[config.mk]
export PLATFORM = sky130hd
export DESIGN_NAME = synaptic_charge_accumulator_flat
export DESIGN_NICKNAME = d
export VERILOG_FILES = /design/src/rtl/synaptic_charge_accumulator_if.sv /design/src/rtl/synaptic_charge_accumulator.sv /design/src/flat_wrapper.sv
export SDC_FILE = /design/constraint.sdc
export NUM_CORES = 2
export LEC_CHECK = 0
export ABC_AREA = 1
export CAP_MARGIN = 10
export CORE_MARGIN = 1
export CORE_UTILIZATION = 55
export CTS_CLUSTER_SIZE = 20
export DETAILED_ROUTE_END_ITERATION = 10
export PLACE_DENSITY = 0.78
export SYNTH_ARGS = -nofsm -noshare
export SYNTH_HDL_FRONTEND = slang
export SYNTH_SLANG_ARGS = --single-unit
[constraint.sdc]
create_clock -name CLK -period 8.2 [get_ports CLK]
set_input_delay 2.05 -clock CLK [delete_from_list [all_inputs] [get_ports CLK]]
set_output_delay 2.05 -clock CLK [all_outputs]
set_load 0.01 [all_outputs]
[src/rtl/synaptic_charge_accumulator_if.sv]
// Handshake and bus bundle between the synapse controller/consumer and the charge accumulator.
// The controller and consumer side drives through master; the accumulator uses slave.
interface synaptic_charge_accumulator_if #(
    parameter int N     = 256,
    parameter int MEM_W = 8
) ();
    localparam int CW = $clog2(N / 8);
    localparam int IW = $clog2(N);

    logic                    charge_enable_i;
    logic [CW-1:0]           count_i;
    logic [31:0]             synapse_data_i;
    logic signed [MEM_W-1:0] threshold_i;
    logic                    clear_i;
    logic                    ready_o;
    logic                    spike_valid_o;
    logic                    spike_ready_i;
    logic [IW-1:0]           spike_idx_o;
    logic                    overflow_o;

    modport slave (
        input  charge_enable_i, count_i, synapse_data_i, threshold_i, clear_i, spike_ready_i,
        output ready_o, spike_valid_o, spike_idx_o, overflow_o
    );

    modport master (
        output charge_enable_i, count_i, synapse_data_i, threshold_i, clear_i, spike_ready_i,
        input  ready_o, spike_valid_o, spike_idx_o, overflow_o
    );
endinterface

[src/rtl/synaptic_charge_accumulator.sv]
// Integrates 8 signed 4-bit synaptic weights per cycle into saturating membrane potentials,
// fires neurons at threshold and drains fired indices one per cycle from a spike-event FIFO.
module synaptic_charge_accumulator #(
    parameter int N              = 256,
    parameter int MEM_W          = 8,
    parameter int SPK_FIFO_DEPTH = 4
) (
    input logic                          CLK,
    input logic                          RST,
    synaptic_charge_accumulator_if.slave bus
);
    localparam int CW = $clog2(N / 8);
    localparam int IW = $clog2(N);
    localparam int PW = $clog2(SPK_FIFO_DEPTH);
    localparam int OW = PW + 1;
    localparam logic [OW-1:0] DEPTH_C     = OW'(SPK_FIFO_DEPTH);
    localparam logic [OW-1:0] READY_MAX_C = OW'(SPK_FIFO_DEPTH - 2);

    function automatic logic [2:0] lowest_set(input logic [7:0] m);
        lowest_set = 3'd0;
        for (int b = 7; b >= 0; b--) begin
            if (m[b]) lowest_set = 3'(b);
        end
    endfunction

    function automatic logic [MEM_W-1:0] sat_add(input logic [MEM_W-1:0] p, input logic [3:0] w);
        logic [MEM_W:0] s;
        s = {p[MEM_W-1], p} + {{(MEM_W-3){w[3]}}, w};
        if (s[MEM_W] != s[MEM_W-1]) begin
            sat_add = s[MEM_W] ? {1'b1, {(MEM_W-1){1'b0}}} : {1'b0, {(MEM_W-1){1'b1}}};
        end else begin
            sat_add = s[MEM_W-1:0];
        end
    endfunction

    logic signed [MEM_W-1:0] pot_q [N];
    logic signed [MEM_W-1:0] pot_d [N];
    logic                    valid_q, valid_d;
    logic [CW-1:0]           count_q, count_d;
    logic [CW-1:0]           fifo_cnt_q  [SPK_FIFO_DEPTH];
    logic [CW-1:0]           fifo_cnt_d  [SPK_FIFO_DEPTH];
    logic [7:0]              fifo_mask_q [SPK_FIFO_DEPTH];
    logic [7:0]              fifo_mask_d [SPK_FIFO_DEPTH];
    logic [PW-1:0]           rd_ptr_q, rd_ptr_d, wr_ptr_q, wr_ptr_d;
    logic [OW-1:0]           occ_q, occ_d;
    logic                    overflow_q, overflow_d;

    logic signed [MEM_W-1:0] lane_sum_s [8];
    logic [IW-1:0]           lane_idx_s [8];
    logic [7:0]              fire_mask_s, head_mask_s;
    logic                    spike_valid_s, spike_take_s, head_last_s, pop_s, push_req_s, push_s;

    always_comb begin
        fire_mask_s = 8'd0;
        for (int k = 0; k < 8; k++) begin
            lane_idx_s[k] = {count_q, 3'(k)};
            lane_sum_s[k] = sat_add(pot_q[lane_idx_s[k]], bus.synapse_data_i[4*k +: 4]);
            if (lane_sum_s[k] >= bus.threshold_i) begin
                fire_mask_s[k] = 1'b1;
            end else begin
                fire_mask_s[k] = 1'b0;
            end
        end
    end

    always_comb begin
        pot_d = pot_q;
        if (bus.clear_i) begin
            for (int i = 0; i < N; i++) pot_d[i] = {MEM_W{1'b0}};
        end else if (valid_q) begin
            for (int k = 0; k < 8; k++) begin
                pot_d[lane_idx_s[k]] = fire_mask_s[k] ? {MEM_W{1'b0}} : lane_sum_s[k];
            end
        end else begin
            pot_d = pot_q;
        end
    end

    // A push into a full FIFO still lands when the head pops in the same cycle.
    always_comb begin
        spike_valid_s = (occ_q != {OW{1'b0}});
        head_mask_s   = fifo_mask_q[rd_ptr_q];
        spike_take_s  = spike_valid_s & bus.spike_ready_i;
        head_last_s   = ((head_mask_s & (head_mask_s - 8'd1)) == 8'd0);
        pop_s         = spike_take_s & head_last_s;
        push_req_s    = valid_q & (fire_mask_s != 8'd0);
        push_s        = push_req_s & ((occ_q != DEPTH_C) | pop_s);
    end

    always_comb begin
        valid_d     = bus.charge_enable_i;
        count_d     = bus.count_i;
        fifo_cnt_d  = fifo_cnt_q;
        fifo_mask_d = fifo_mask_q;
        rd_ptr_d    = rd_ptr_q;
        wr_ptr_d    = wr_ptr_q;
        occ_d       = occ_q;
        overflow_d  = overflow_q;
        if (bus.clear_i) begin
            valid_d    = 1'b0;
            count_d    = {CW{1'b0}};
            rd_ptr_d   = {PW{1'b0}};
            wr_ptr_d   = {PW{1'b0}};
            occ_d      = {OW{1'b0}};
            overflow_d = 1'b0;
            for (int e = 0; e < SPK_FIFO_DEPTH; e++) begin
                fifo_cnt_d[e]  = {CW{1'b0}};
                fifo_mask_d[e] = 8'd0;
            end
        end else begin
            if (spike_take_s && !head_last_s) begin
                fifo_mask_d[rd_ptr_q] = head_mask_s & (head_mask_s - 8'd1);
            end else begin
                fifo_mask_d[rd_ptr_q] = fifo_mask_q[rd_ptr_q];
            end
            if (push_s) begin
                fifo_cnt_d[wr_ptr_q]  = count_q;
                fifo_mask_d[wr_ptr_q] = fire_mask_s;
                wr_ptr_d              = wr_ptr_q + {{(PW-1){1'b0}}, 1'b1};
            end else begin
                wr_ptr_d = wr_ptr_q;
            end
            if (pop_s) begin
                rd_ptr_d = rd_ptr_q + {{(PW-1){1'b0}}, 1'b1};
            end else begin
                rd_ptr_d = rd_ptr_q;
            end
            case ({push_s, pop_s})
                2'b10:   occ_d = occ_q + {{(OW-1){1'b0}}, 1'b1};
                2'b01:   occ_d = occ_q - {{(OW-1){1'b0}}, 1'b1};
                default: occ_d = occ_q;
            endcase
            overflow_d = overflow_q | (push_req_s & ~push_s);
        end
    end

    always_ff @(posedge CLK) begin
        if (RST) begin
            for (int i = 0; i < N; i++) pot_q[i] <= {MEM_W{1'b0}};
            for (int e = 0; e < SPK_FIFO_DEPTH; e++) begin
                fifo_cnt_q[e]  <= {CW{1'b0}};
                fifo_mask_q[e] <= 8'd0;
            end
            valid_q    <= 1'b0;
            count_q    <= {CW{1'b0}};
            rd_ptr_q   <= {PW{1'b0}};
            wr_ptr_q   <= {PW{1'b0}};
            occ_q      <= {OW{1'b0}};
            overflow_q <= 1'b0;
        end else begin
            pot_q       <= pot_d;
            fifo_cnt_q  <= fifo_cnt_d;
            fifo_mask_q <= fifo_mask_d;
            valid_q     <= valid_d;
            count_q     <= count_d;
            rd_ptr_q    <= rd_ptr_d;
            wr_ptr_q    <= wr_ptr_d;
            occ_q       <= occ_d;
            overflow_q  <= overflow_d;
        end
    end

    // One slot stays reserved for a word that is already in flight.
    assign bus.ready_o       = (occ_q + OW'(valid_q)) <= READY_MAX_C;
    assign bus.spike_valid_o = spike_valid_s;
    assign bus.spike_idx_o   = spike_valid_s ? {fifo_cnt_q[rd_ptr_q], lowest_set(head_mask_s)} : {IW{1'b0}};
    assign bus.overflow_o    = overflow_q;
endmodule

[src/flat_wrapper.sv]
// flat-port wrapper written by rule: the top's interface ports become plain ports
module synaptic_charge_accumulator_flat 
#(
    parameter int N              = 256,
    parameter int MEM_W          = 8,
    parameter int SPK_FIFO_DEPTH = 4
)
  (CLK, RST, bus_charge_enable_i, bus_count_i, bus_synapse_data_i, bus_threshold_i, bus_clear_i, bus_spike_ready_i, bus_ready_o, bus_spike_valid_o, bus_spike_idx_o, bus_overflow_o);
  synaptic_charge_accumulator_if #(.N(N), .MEM_W(MEM_W)) bus_i ();
  input logic CLK;
  input logic RST;
  input wire logic [$bits(bus_i.charge_enable_i)-1:0] bus_charge_enable_i;
  input wire logic [$bits(bus_i.count_i)-1:0] bus_count_i;
  input wire logic [$bits(bus_i.synapse_data_i)-1:0] bus_synapse_data_i;
  input wire logic [$bits(bus_i.threshold_i)-1:0] bus_threshold_i;
  input wire logic [$bits(bus_i.clear_i)-1:0] bus_clear_i;
  input wire logic [$bits(bus_i.spike_ready_i)-1:0] bus_spike_ready_i;
  output wire logic [$bits(bus_i.ready_o)-1:0] bus_ready_o;
  output wire logic [$bits(bus_i.spike_valid_o)-1:0] bus_spike_valid_o;
  output wire logic [$bits(bus_i.spike_idx_o)-1:0] bus_spike_idx_o;
  output wire logic [$bits(bus_i.overflow_o)-1:0] bus_overflow_o;
  assign bus_i.charge_enable_i = bus_charge_enable_i;
  assign bus_i.count_i = bus_count_i;
  assign bus_i.synapse_data_i = bus_synapse_data_i;
  assign bus_i.threshold_i = bus_threshold_i;
  assign bus_i.clear_i = bus_clear_i;
  assign bus_i.spike_ready_i = bus_spike_ready_i;
  assign bus_ready_o = bus_i.ready_o;
  assign bus_spike_valid_o = bus_i.spike_valid_o;
  assign bus_spike_idx_o = bus_i.spike_idx_o;
  assign bus_overflow_o = bus_i.overflow_o;
  synaptic_charge_accumulator #(.N(N), .MEM_W(MEM_W), .SPK_FIFO_DEPTH(SPK_FIFO_DEPTH)) u_core (.CLK(CLK), .RST(RST), .bus(bus_i));
endmodule
== After elaboration in Yosys (flattened, before gate mapping) ==
Index checks and enable logic that the tools add are counted.

* Word-level logic and storage cells: 469
* Output and inout bits: 11
* Register bits after elaboration: 2114
* Input bits: 50

* Bitwise operators: 19
* Order comparisons: 29
* Reductions and logical operators: 17
* Add/sub/neg operators: 14
* Mux-type cells: 109
* Equal/unequal tests: 11

{| class="wikitable"
|+ Operators by type and width
! operator !! number
|-
| $bwmux W2048 || 8
|-
| $bmux W8 S8 || 8
|-
| $demux W8 S8 || 8
|-
| $mux W8 || 53
|-
| $bwmux W32 || 3
|-
| $mux W32 || 3
|-
| $add A8 B4 Y9 || 8
|-
| $ge A9 B9 Y1 const B || 8
|-
| $lt A9 B1 Y1 const B || 8
|-
| $not A8 Y9 || 8
|-
| $ge A8 B8 Y1 || 8
|-
| $demux W8 S2 || 2
|-
| $mux W3 || 8
|-
| $bwmux W20 || 1
|-
| $bmux W8 S2 || 1
|-
| $mux W5 || 3
|-
| $logic_and A1 B1 Y1 || 11
|-
| $bmux W5 S2 || 1
|-
| $demux W5 S2 || 1
|-
| $and A8 B8 Y8 || 1
|-
| $logic_not A8 Y1 || 1
|-
| $mux W1 || 8
|-
| $ne A1 B1 Y1 || 8
|-
| $reduce_bool A8 Y1 || 1
|-
| other kinds (20) || 29
|}

== Logic depth before layout (Yosys ltp) ==
* Word-level depth: 18
* Depth in mapped cells: 46
* Mapped depth without buffers: 44

== Least setup slack after synthesis ==
No wires, ideal clock.

* Kind: in2reg
* Start: in bus_synapse_data_i[20]
* End: reg u_core.occ_q[1]
* Data arrival time: 6.027 ns
* Path slack: 2.050 ns
* Setup time: 0.123 ns
* Buffers on the path: 0
* Stages: 31
* Required time: 8.077 ns
* Path through: ha_1 > inv_1 > fa_1 > o31ai_1 > a21oi_1 > o21bai_1 > and2_1 > o21ai_0 > ha_1 > nand2_1 > inv_1 > a21oi_1 > ha_1 > nand2_1 > inv_1 > nand2_1 > nand2_1 > nand2_1 > nand2_1 > nand2_1 > nand2_1 > nor2_1 > nand2_1 > nor2_1 > nand2_1 > nand2_1 > nand2_1 > inv_1 > fa_1 > nand2_1 > a21oi_1

* Cells in the longest elaborated chain, start to end: 10
* Elaborated cells between the ends (all ways): 13
* Classes of those cells: 1 x add/sub; 1 x order compare; 3 x eq/ne; 4 x mux; 2 x bitwise; 2 x reduce/logical

{| class="wikitable"
|+ Ends and longest elaborated chain
! item !! RTL line !! text
|-
| start: declaration || flat_wrapper.sv:14 || <nowiki>input wire logic [$bits(bus_i.synapse_data_i)-1:0] bus_synapse_data_i;</nowiki>
|-
| $add A8 B4 Y9 (*) || synaptic_charge_accumulator.sv:28 || <nowiki>s = {p[MEM_W-1], p} + {{(MEM_W-3){w[3]}}, w};</nowiki>
|-
| $mux W8 / $ne A1 B1 Y1 (equally long branches) || synaptic_charge_accumulator.sv:30, synaptic_charge_accumulator.sv:29 ||
|-
| $mux W8 (*) || synaptic_charge_accumulator.sv:29 || <nowiki>if (s[MEM_W] != s[MEM_W-1]) begin</nowiki>
|-
| $ge A8 B8 Y1 (*) || synaptic_charge_accumulator.sv:58 || <nowiki>if (lane_sum_s[k] >= bus.threshold_i) begin</nowiki>
|-
| $mux W1 (*) || synaptic_charge_accumulator.sv:58 ||
|-
| $reduce_bool A8 Y1 (*) || synaptic_charge_accumulator.sv:86 || <nowiki>push_req_s = valid_q & (fire_mask_s != 8'd0);</nowiki>
|-
| $and A1 B1 Y1 (*) || synaptic_charge_accumulator.sv:86 ||
|-
| $and A1 B1 Y1 (*) || synaptic_charge_accumulator.sv:87 || <nowiki>push_s = push_req_s & ((occ_q != DEPTH_C) | pop_s);</nowiki>
|-
| $eq A2 B1 Y1 / $eq A2 B2 Y1 (equally long branches) || synaptic_charge_accumulator.sv:128 || <nowiki>case ({push_s, pop_s})</nowiki>
|-
| $pmux W3 S2 / $reduce_bool A2 Y1 (equally long branches) || n/a ||
|-
| end signal: assignment || synaptic_charge_accumulator.sv:148 || <nowiki>occ_q <= {OW{1'b0}};</nowiki>
|-
| end: declaration || synaptic_charge_accumulator.sv:45 || <nowiki>logic [OW-1:0] occ_q, occ_d;</nowiki>
|}

Every way passes the cells marked *; elsewhere a longest branch is shown, timed or not.
A chain may end at the register's enable or synchronous reset.

== Final worst setup path ==
* Start: reg u_core.count_q[1]
* End: reg u_core.occ_q[1]

* Cells in the longest elaborated chain, start to end: 14
* Elaborated cells between the ends (all ways): 87
* Classes of those cells: 8 x add/sub; 8 x order compare; 10 x eq/ne; 49 x mux; 10 x bitwise; 2 x reduce/logical

{| class="wikitable"
|+ Ends and longest elaborated chain
! item !! RTL line !! text
|-
| start: declaration || synaptic_charge_accumulator.sv:39 || <nowiki>logic [CW-1:0] count_q, count_d;</nowiki>
|-
| start signal: assignment || synaptic_charge_accumulator.sv:145 || <nowiki>count_q <= {CW{1'b0}};</nowiki>
|-
| start signal: assignment || synaptic_charge_accumulator.sv:155 || <nowiki>count_q <= count_d;</nowiki>
|-
| $not A8 Y9 (implied by the code) || synaptic_charge_accumulator.sv:57 || <nowiki>lane_sum_s[k] = sat_add(pot_q[lane_idx_s[k]], bus.synapse_data_i[4*k +: 4]);</nowiki>
|-
| $bmux W8 S8 || synaptic_charge_accumulator.sv:57 ||
|-
| $mux W8 (implied by the code) (2 in a row) || synaptic_charge_accumulator.sv:57 ||
|-
| $add A8 B4 Y9 || synaptic_charge_accumulator.sv:28 ||
|-
| $mux W8 / $ne A1 B1 Y1 (equally long branches) || synaptic_charge_accumulator.sv:30, synaptic_charge_accumulator.sv:29 ||
|-
| $mux W8 || synaptic_charge_accumulator.sv:29 ||
|-
| $ge A8 B8 Y1 || synaptic_charge_accumulator.sv:58 ||
|-
| $mux W1 || synaptic_charge_accumulator.sv:58 ||
|-
| $reduce_bool A8 Y1 (*) || synaptic_charge_accumulator.sv:86 ||
|-
| $and A1 B1 Y1 (*) || synaptic_charge_accumulator.sv:86 ||
|-
| $and A1 B1 Y1 (*) || synaptic_charge_accumulator.sv:87 ||
|-
| $eq A2 B1 Y1 / $eq A2 B2 Y1 (equally long branches) || synaptic_charge_accumulator.sv:128 ||
|-
| $pmux W3 S2 / $reduce_bool A2 Y1 (equally long branches) || n/a ||
|}

Every way passes the cells marked *; elsewhere a longest branch is shown, timed or not. The select of a mux whose other input is x is not followed.

==> metrics.yaml <==
hp-start: "u_core.bus.overflow_o"
clock_sinks: 2114
grt_pass1_vias: 76900
cts_tree: "yes"
syn_inst: 10700
setup_slack_ns: 0.328
finalCritPeriodShare: 0.960
cp_slowest_cell: "nor2_4"
die-area_sq_um: 160000
required_ns: 8.91
worstMarginPinSlew_ns: 1.30
antenna_found_initial: 12
worst_r2r_endpoint: "u_core.occ_q[1]"
drc: 0
min_period_ns: 7.87
power_density_nw_per_um2: 232
ff2ff_path_depth: 39
drtIter0Drc: 13400
grt_start_max_net_pins: 268
synth-async-reset-ratio: 0
finalHoldViolations: 0
reg2reg_from: "u_core.count_q[1]"
clk_pin_slew_ns: 0.06
timing.hold.ws_ns: 0.475
rsz0062_at_grt: "true"
finalSetupViolCount: 0
ys_ff_latch: 2114
yosys_warnings: 0
ant_nets: 0
grt_pass1_wl_mm: 456
arrival_ns: 8.59
final_nets: 10200
grt_usage: 0.365
crit_top_cell: "nand2_1"
cts_buffer_depth: 3
whs_path_depth: 2
ir_drop_uv: 225
holdBufCountCts: 0
wl_met3_mm: 39.1
maxCapViolCount: 0
die_h_um: 400
relSlewSlack: 0.131
power.leakage_nw: 35.0
outcome: "completed"
crit_type: "reg2reg"
min_path_type: "reg2reg"
routed_wl_mm: 304
synth_area_sq_um: 87100
numCtsBuffers: 201
fmax_mhz: 127
critPathCaptureType: "flop"
fin_util: 0.609
crit_path_start_kind: "flop"
syn_nets: 10900
met2_wirelength_mm: 131
htreeDepth: 4
fp.coreArea_sq_um: 157000
avgSynthCellArea_sq_um: 8.16
synthFlopType: "dfxtp_1"
rows: 145
topRoutingLayerUsed: "met5"
synth-edff-count: 0
cp_max_fo: 72
wl_met1_mm: 114
io_buffers: 60
r2r_setup_slack_ns: 0.33
finalNonFillerCells: 12300
dpl.hpwl_mm: 165
fin_skew_ns: 0.0276
dr.pass1.iters: 7
area_growth_pct: 9.66
dp_slack_ns: 0.266
synth.distinct_cells: 44
chipWidth_um: 400
finalPower_mw: 22.2
wire_per_inst_um: 24.8
io_pins: 61
place.gp.congestion: 0.881
dpl.cell_count: 11900
report.final.slew_viol_count: 0
via_per_inst: 6.78
max_stage_delay_ns: 0.70
cp-startpoint: "u_core.count_q[1]"
clockRootBuffer: "clkbuf_16"
initial_utilization: 0.555
critPathCapture: "u_core.occ_q[1]"
clkLatencyLatePin_ns: 0.85
vias: 83100
overflow: 0
layout-drive-gt1-share: 0.0769
ys_seq_area_frac: 0.486
sequential cells by signal (all words and copies together) (netlist names):
name and flops:
u_core.count_q 5, u_core.pot_q 2048, u_core.rd_ptr_q 2, u_core.fifo_mask_q 32, u_core.wr_ptr_q 2, u_core.bus.overflow_o 1
u_core.fifo_cnt_q 20, u_core.occ_q 3, u_core.valid_q 1
report_power, final:
group | switching (mW) | internal [mW] | total, mW
registers | 0.0116 | 10.3 | 10.3
logic | 1.71 | 0.431 | 2.14
clock network | 4.10 | 5.64 | 9.74
total | 5.82 | 16.4 | 22.2
cell type report:
| cell class | count | area (sq um) |
|---|---|---|
| Inverter | 233 | 907 |
| Sequential cell | 2114 | 42300 |
| Clock inverter | 71 | 822 |
| Timing Repair Buffer | 331 | 3120 |
| Antenna cell | 6 | 15.0 |
| Tap cell | 2058 | 2570 |
| Multi-Input combinational cell | 7145 | 39600 |
| Fill cell | 13000 | 61300 |
| Clock buffer | 304 | 6110 |
synth_stat cells (2+ instances only):
cell	n	area, sq um
buf_4	2	15.0
buf_1	114	428
a211oi_1	2	15.0
nand2_1	624	2340
nand3_1	50	250
buf_2	62	310
a21oi_1	2575	12900
nor2_8	4	80.1
nand3_4	3	52.6
inv_2	17	63.8
buf_6	10	113
nor4_1	67	419
xnor2_1	4	35.0
a21oi_2	3	26.3
o21ai_0	2119	10600
o21ai_1	3	15.0
o31ai_1	5	37.5
a2111oi_0	3	26.3
o211ai_1	8	60.1
nor3_2	3	30.0
xor2_1	34	298
inv_1	214	803
dfxtp_1	2114	42300
clkinv_1	2	7.51
ha_1	154	1930
nand3b_1	3	22.5
fa_1	9	180
nor3_1	16	80.1
nor4b_1	5	43.8
nand2_2	10	62.6
nand4_1	50	313
clkbuf_1	989	3710
or2_2	88	551
o21bai_1	32	240
nor2_1	231	867
a22oi_1	1024	7690
a21o_1	7	52.6
and2_1	3	18.8
placed cells by master, fill, tap and decap left out, types with 54 or more instances in the layout:
cell             count
buf_4              232
or2_2               88
ha_1               154
a22oi_1           1024
clkdlybuf4s50_1     60
o21ai_0           2119
clkbuf_16          208
clkbuf_8            54
dfxtp_1           2114
a21oi_1           2575
nor4_1              66
nor2_1             193
inv_1              209
nand2_1            621
metal layers:
| layer | track usage | vias up |
|---|---|---|
| li1 | - | 37100 |
| met1 | 0.468 | 39100 |
| met2 | 0.558 | 5725 |
| met3 | 0.0852 | 1150 |
| met4 | 0.222 | 20 |
| met5 | 0 | - |
cell families after synthesis:
| kind of cell | synth area share |
|---|---|
| AOI/OAI and AO/OA | 0.364 |
| xor gates and xnor gates | 0.00382 |
| and+or+nand+nor | 0.0594 |
| buffers and inverters | 0.0626 |
| DFF | 0.486 |
| adders and majority gates | 0.0242 |
timing repair:
| action | CTS | global route |
|---|---|---|
| gates resized for setup | 0 | 9 |
| setup buffers | 0 | 2 |
| endpoints found under the setup margin | 0 | 321 |
metrics by stage:
stage / TNS [ns] / area [sq um]
finish: 0 / 95500
CTS: 0 / 95400
floorplan: 0 / 87100
detailed placement: 0 / 88500
global placement: 0 / 88500
global route: -2.72 / 95500
worst max-delay path: cells and delay by family (launching register included):
kind / cells / cell delay, ns
AO/OA/AOI/OAI: 7 / 1.06
AND/OR/NAND/NOR: 19 / 3.05
flip-flops: 1 / 0.47
buffers and inverters: 8 / 1.33
adder cells (fa/ha/maj): 5 / 1.71
worst min path at each step:
stage	end	slack [ns]
6_report	u_core.bus.overflow_o	0.48
5_1_grt	u_core.fifo_cnt_q[11]	0.50
4_1_cts	u_core.fifo_cnt_q[13]	0.48
3_5_place_dp	u_core.fifo_cnt_q[13]	0.47
3_3_place_gp	u_core.bus.overflow_o	0.46
2_1_floorplan	u_core.fifo_cnt_q[0]	0.45
No activity file was read; power rests on OpenSTA's default activity.
